<file path="src/rtl/mux_arb_pkg.sv">
// Shared types and constants for the 4-requester round-robin mux select arbiter.
package mux_arb_pkg;
    localparam int NREQ  = 4;
    localparam int CNT_W = 8;

    typedef enum logic [1:0] {
        IDLE    = 2'd0,
        GRANT   = 2'd1,
        RELEASE = 2'd2
    } state_t;

    localparam logic [1:0] SEL_A = 2'b00;
    localparam logic [1:0] SEL_B = 2'b01;
    localparam logic [1:0] SEL_C = 2'b10;
    localparam logic [1:0] SEL_D = 2'b11;
endpackage

</file>
<file path="src/rtl/rr_pick.sv">
// Rotating-priority encoder: the search starts at last+1 and wraps, so 'last' ranks lowest.
module rr_pick
    import mux_arb_pkg::*;
(
    input  logic [NREQ-1:0] req,
    input  logic [1:0]      last,
    output logic [1:0]      win,
    output logic            any
);
    logic [1:0] idx;

    // Walk from lowest to highest priority so the highest-priority request wins last.
    always_comb begin
        win = last;
        idx = last;
        any = |req;
        for (int i = NREQ; i >= 1; i--) begin
            idx = last + 2'(i);
            if (req[idx]) win = idx;
        end
    end
endmodule

</file>
<file path="src/rtl/mux4_rr_arbiter.sv">
// Round-robin arbiter driving the 4:1 mux select pair; all outputs registered.
// Optional grant hold timeout enabled by defining MUX_ARB_TIMEOUT_EN.
module mux4_rr_arbiter
    import mux_arb_pkg::*;
#(
    parameter int MAX_HOLD = 8
) (
    input  logic       clk,
    input  logic       rst_n,
    input  logic [3:0] req,
    output logic [3:0] gnt,
    output logic       valid,
    output logic       s0,
    output logic       s1,
    output logic [1:0] owner
);
    localparam logic [CNT_W-1:0] HOLD_LIM = CNT_W'(MAX_HOLD - 1);

    state_t     state, state_nxt;
    logic [3:0] gnt_nxt;
    logic       valid_nxt;
    logic [1:0] owner_nxt;
    logic [1:0] sel, sel_nxt;
    logic [1:0] win;
    logic       any;
    logic       preempt;

    rr_pick u_pick (
        .req  (req),
        .last (owner),
        .win  (win),
        .any  (any)
    );

`ifdef MUX_ARB_TIMEOUT_EN
    logic [CNT_W-1:0] hold_cnt;

    // Saturating: a long solo grant can still be pre-empted once a competitor shows up.
    always_ff @(posedge clk) begin
        if (!rst_n)
            hold_cnt <= '0;
        else if (state != GRANT)
            hold_cnt <= '0;
        else if (hold_cnt != '1)
            hold_cnt <= hold_cnt + 1'b1;
    end

    assign preempt = (state == GRANT) && (hold_cnt >= HOLD_LIM) && (|(req & ~gnt));
`else
    logic unused_hold;
    assign unused_hold = ^HOLD_LIM;
    assign preempt     = 1'b0;
`endif

    always_comb begin
        state_nxt = state;
        gnt_nxt   = gnt;
        valid_nxt = valid;
        owner_nxt = owner;
        sel_nxt   = sel;
        case (state)
            IDLE, RELEASE: begin
                if (any) begin
                    state_nxt = GRANT;
                    owner_nxt = win;
                    gnt_nxt   = 4'b0001 << win;
                    valid_nxt = 1'b1;
                    sel_nxt   = win;
                end else begin
                    state_nxt = IDLE;
                    gnt_nxt   = '0;
                    valid_nxt = 1'b0;
                end
            end
            GRANT: begin
                if (!req[owner] || preempt) begin
                    state_nxt = RELEASE;
                    gnt_nxt   = '0;
                    valid_nxt = 1'b0;
                end
            end
            default: begin
                state_nxt = IDLE;
                gnt_nxt   = '0;
                valid_nxt = 1'b0;
            end
        endcase
    end

    // owner resets to 3 so requester 0 is first in line.
    always_ff @(posedge clk) begin
        if (!rst_n) begin
            state <= IDLE;
            gnt   <= '0;
            valid <= 1'b0;
            owner <= 2'd3;
            sel   <= SEL_A;
        end else begin
            state <= state_nxt;
            gnt   <= gnt_nxt;
            valid <= valid_nxt;
            owner <= owner_nxt;
            sel   <= sel_nxt;
        end
    end

    assign s0 = sel[1];
    assign s1 = sel[0];
endmodule

</file>
<file path="config.mk">
export PLATFORM = sky130hd
export DESIGN_NAME = mux4_rr_arbiter
export DESIGN_NICKNAME = d
export VERILOG_FILES = /design/src/rtl/mux_arb_pkg.sv /design/src/rtl/rr_pick.sv /design/src/rtl/mux4_rr_arbiter.sv
export SDC_FILE = /design/constraint.sdc
export NUM_CORES = 1
export LEC_CHECK = 0
export CORE_MARGIN = 5
export CORE_UTILIZATION = 35
export DETAILED_ROUTE_END_ITERATION = 6
export GPL_ROUTABILITY_DRIVEN = 0
export MAX_ROUTING_LAYER = met4
export PLACE_DENSITY = 0.61
export SKIP_LAST_GASP = 1
export SYNTH_ARGS = -nofsm -noshare
export SYNTH_HDL_FRONTEND = slang
export SYNTH_SLANG_ARGS = --single-unit
</file>
<file path="constraint.sdc">
create_clock -name clk -period 1.55 [get_ports clk]
set_input_delay 0.2325 -clock clk [delete_from_list [all_inputs] [get_ports clk]]
set_output_delay 0.2325 -clock clk [all_outputs]
set_load 0.01 [all_outputs]
</file>
# --- Word level (Yosys, flattened, before mapping) ---
# Index checks and enable logic that the tools add are counted.
op_classes:
  n_addsub: 3
  n_eq_ne: 3
  shift: 1
  muxes: 20
  magnitude_cmp: 4
  reduce_logical: 4
ops:
  columns: ["operator", "n"]
  rows:
  - ["less-than comparator 2 x 3 -> 1 bit (second input constant)", 4]
  - ["binary-select mux 1 bit (select 2 bit)", 4]
  - ["two-way mux 2 bit", 4]
  - ["two-way mux 4 bit", 2]
  - ["case mux 4 bit (2 select lines)", 1]
  - ["two-way mux 1 bit", 7]
  - ["adder 2 bit (second input constant)", 2]
  - ["case mux 2 bit (2 select lines)", 1]
  - ["OR reduction 4 bit", 1]
  - ["<< shifter 1 x 2 -> 4 bit (first input constant)", 1]
  - ["adder 2 x 1 -> 2 bit (second input constant)", 1]
  - ["equality test 2 x 1 -> 1 bit (second input constant)", 1]
  - ["equality test 2 bit (second input constant)", 1]
  - ["zero test 2 bit", 1]
  - ["!= test 2 bit (second input constant)", 1]
  - ["case mux 1 bit (2 select lines)", 1]
  - ["AND reduction 2 bit", 1]
  - ["OR reduction 2 bit", 1]
totals:
  in_bits: 6
  word_cells: 40
  register_bits: 11
  out_inout_bits: 9

# --- Longest topological paths before layout ---
depth:
  ltp_word: 9
  mapped_depth: 5
  mapped_depth_nobuf: 4

# --- Hierarchy ---
# Synthesis repeated with hierarchy kept, for this count alone.
hier_totals:
  cells_unflattened: 55
  area_unflattened_um2: 459.2
by_module_without_submodules:
  columns: ["mod", "n_inst", "seq_area_each_um2", "cells_each", "area_per_inst_um2"]
  rows:
  - ["mux4_rr_arbiter", 1, 200.2, 41, 386.6]
  - ["rr_pick", 1, 0.0, 14, 72.6]

# --- Worst setup path before layout ---
# No wires, ideal clock.
synth_path:
  path_type: "flip-flop to flip-flop"
  from: "reg owner[1]"
  to: "reg gnt[0]"
  path_stages_with_launch: 6
  setup_time_ns: 0.117
  t_required_ns: 1.433
  synth_period_minus_slack_ns: 1.376
  n_path_buf: 1
  setup_slack_ns: 0.174
  arrival_ns: 1.258
  path_cell_list: "dfxtp_1 > buf_6 > mux2i_2 > mux2i_1 > and2b_1 > a32o_1"
synth_between:
  elab_chain_cells: 9
  word_cells_on_any_way: 18
  cone_classes: "3 x add/sub; 1 x eq/ne; 1 x shift; 13 x mux"
synth_rtl:
  columns: ["item", "line_no", "text"]
  rows:
  - ["start, declared", "mux4_rr_arbiter.sv:15", "output logic [1:0] owner"]
  - ["start signal, assigned", "mux4_rr_arbiter.sv:102", "owner <= owner_nxt;"]
  - ["adder 2 bit", "rr_pick.sv:18", "idx = last + 2'(i);"]
  - ["binary-select mux 1 bit (select 2 bit)", "rr_pick.sv:19", "if (req[idx]) win = idx;"]
  - ["two-way mux 1 bit (not written as such)", "rr_pick.sv:19", null]
  - ["two-way mux 2 bit (3 in a row)", "rr_pick.sv:19", null]
  - ["<< shifter 1 x 2 -> 4 bit", "mux4_rr_arbiter.sv:66", "gnt_nxt = 4'b0001 << win;"]
  - ["two-way mux 4 bit", "mux4_rr_arbiter.sv:63", "if (any) begin"]
  - ["case mux 4 bit (2 select lines)", "mux4_rr_arbiter.sv:61", "case (state)"]
  - ["end signal, assigned", "mux4_rr_arbiter.sv:100", "gnt <= gnt_nxt;"]
  - ["end, declared", "mux4_rr_arbiter.sv:11", "output logic [3:0] gnt,"]
# Parallel ways exist; a longest one is shown, timed or not. The select of a mux whose other input is x is not followed.
# A chain may end at the register's enable or synchronous reset.

# --- Worst setup path after layout ---
layout_path:
  from: "reg owner[0]"
  to: "out owner[0]"
# No word-level cell between the ends.

==> impl_metrics.ini <==
[setup_path]
startpoint = owner[0]$_SDFFE_PN1P_
cpPeakStageDelay_ns = 0.57
cp-end-kind = output pin
cp_num_buf_inv = 1
cp_top_family = buffers and inverters
cp.arrival_ns = 1.22
worstSetupPathType = reg -> out
cp.required_ns = 1.32
path_cells = clkdlybuf4s50_1
path_max_fanout = 8
crit_path_start_kind = flip-flop
cp_slowest_cell = clkdlybuf4s50_1
rr_startpoint = owner[1]$_SDFFE_PN1P_

[timing]
rsz0062_at_grt = no
setup_viol = 0
fmax_mhz = 687.1
fin_crit_sh_pct = 93.89
relSlewSlack_pct = 83.15
setup_ws_ns = 0.09464
final.min_clock_period_ns = 1.455
fin_skew_ns = 0.0005049
maxSlewViolCount = 0
worstMarginPinSlew_ns = 0.2509
hold_violations = 0

[min_path]
hp-class = reg -> reg
hp-start = gnt[3]$_SDFFE_PN0P_

[power]
power-per-cell-area_nw_per_um2 = 996.8
power_uw = 718.4
ir_drop_mv = 0.6157
p_leak_uw = 0.0002889

[yosys]
syn_inst = 49
synth_top_area_share_pct = 41.03
synth_xor_area_share_pct = 0
ys_seq_elements = 10
yosysSeqAreaShare_pct = 41.03
syn_area_per_cell_um2 = 9.959
synth_top_family_by_area = simple AND/OR/NAND/NOR gates
synth_area_leaders = dfxtp_1 41%, a32o_1 8.2%, nor4_4 4.4%, mux2i_1 4.1%, nor2b_1 3.8%
synth-simple-area-share_pct = 27.95
synthMuxAreaShare_pct = 6.923
syn-num-nets = 55
synth_compound_area_share_pct = 21.79
synth_area_um2 = 488.0
synth_largest_area_cell = dfxtp_1
yosysWarnings = 0
synth_adder_area_share_pct = 0
yosysUniqueCellTypes = 25

[global_routing]
grt_util_all_layers_pct = 13.47
antenna_found_initial = 0
grt_pass1_vias = 482
overflow = 0
grt_max_degree = 9
grt_pass1_wl_mm = 2.028

[detailed_routing]
drc = 0
vias_per_cell = 5.284
drt-total-wl_mm = 1.157
dr_total_vias = 465
first_pass_iters = 4
initialDrtViolationCount = 4
detail_route.wl_per_cell_um = 13.15
drtAntennaViolNets = 0

[place]
placed_cell_area_um2 = 695.7
io_buffers = 14
dp_hpwl_um = 954.8
pre_cts_slack_ns = -0.1945

[clock_network]
root_buffer = clkbuf_4
clk_pin_slew_ns = 0.06
cts_max_level = 1
tritoncts.num_buffers = 3
clk_path_buf_depth = 2
cts_tree = done
cts_sinks = 10
post_cts_buffers = 0
worstSkewPairLatency_ns = 0.25

[floorplan]
die_y_um = 47.34
die_w_um = 47.34
die_area_um2 = 2241
num_io_pins = 15
core_um2 = 1318
initial_core_util_pct = 37.04
rows = 13

[status]
status = complete, no violations

[cells_and_area]
drive_gt1_share_pct = 23.29
final_cell_mix = 14 x clkdlybuf4s50_1, 8 x dfxtp_1, 8 x buf_4
final_area_um2 = 720.7
nNetsFinal = 81
fin_util_pct = 54.70
syn_to_final_growth_pct = 47.69
antennaDiodeCount = 0
fill_cells = 131
final_common_cell = clkdlybuf4s50_1

[run]
maxCapViolations = 0
per-layer routing:
metal | vias to the layer above | global-route usage, % | routed length, um
met2 | 11 | 20.59 | 561
met4 | 0 | 8.287 | 10
met1 | 218 | 16.17 | 531
met5 | - | - | 0
met3 | 2 | 2.299 | 55
li1 | 234 | - | -
where the power goes:
part           switching [uW]  leakage, uW  total [uW]  internal, uW
sequential               24.3    0.0000820         312           288
clock                    76.8    0.0000138         166          89.1
combinational             100     0.000193         241           141
cell families after synthesis:
| kind of cell | Yosys count |
|---|---|
| flops | 10 |
| simple gates | 20 |
| buf+inv | 1 |
| compound gates | 15 |
| mux | 3 |
flip-flops by register name, indices dropped and copies added, names as in the netlist:
name,cells
owner,2
sel,2
state,2
gnt,4
final timing paths:
check / end / slack, ns / cells after the start
max: owner[0] / 0.09 / 1
min: gnt[3]$_SDFFE_PN0P_ / 0.47 / 1
max reg2reg: gnt[0]$_SDFFE_PN0P_ / 0.21 / 4
min reg2reg: gnt[3]$_SDFFE_PN0P_ / 0.47 / 1
metrics by stage:
step / setup TNS, ns / hold WS [ns] / std cells
after detailed placement: -1.192 / 0.4579 / 85
final: 0 / 0.4667 / 88
after global routing: 0 / 0.4887 / 88
after CTS: 0 / 0.4722 / 88
after floorplan: 0 / 0.3043 / 49
after global placement: -1.039 / 0.4549 / 85
cells in the mapped netlist, drive strengths merged:
library cell / number
o31ai: 1
and2: 1
nor4: 1
and2b: 1
and3b: 1
nor2: 5
nor2b: 3
nand2: 2
a32o: 4
o31a: 1
a21oi: 3
or3: 1
a21o: 1
o211ai: 1
o21ai: 4
and4b: 1
nand3: 1
buf: 1
nand2b: 2
mux2i: 3
dfxtp: 10
nand3b: 1
what timing repair did:
action,in CTS,in global routing
setup endpoints to repair,1,3
cloned,0,0
gates resized for setup,1,1
hold buffers,0,0
pin swaps,0,1
endpoints found under the hold margin,0,0
layout make-up:
cell class	count	area, um^2	share of cell area (%)
clock buffer	3	22.52	3.125
tap	15	18.77	2.604
timing repair buffer	22	200.2	27.78
multi-input combinational	38	276.5	38.37
sequential	10	202.7	28.12
Power figures use the tool's default switching activity.
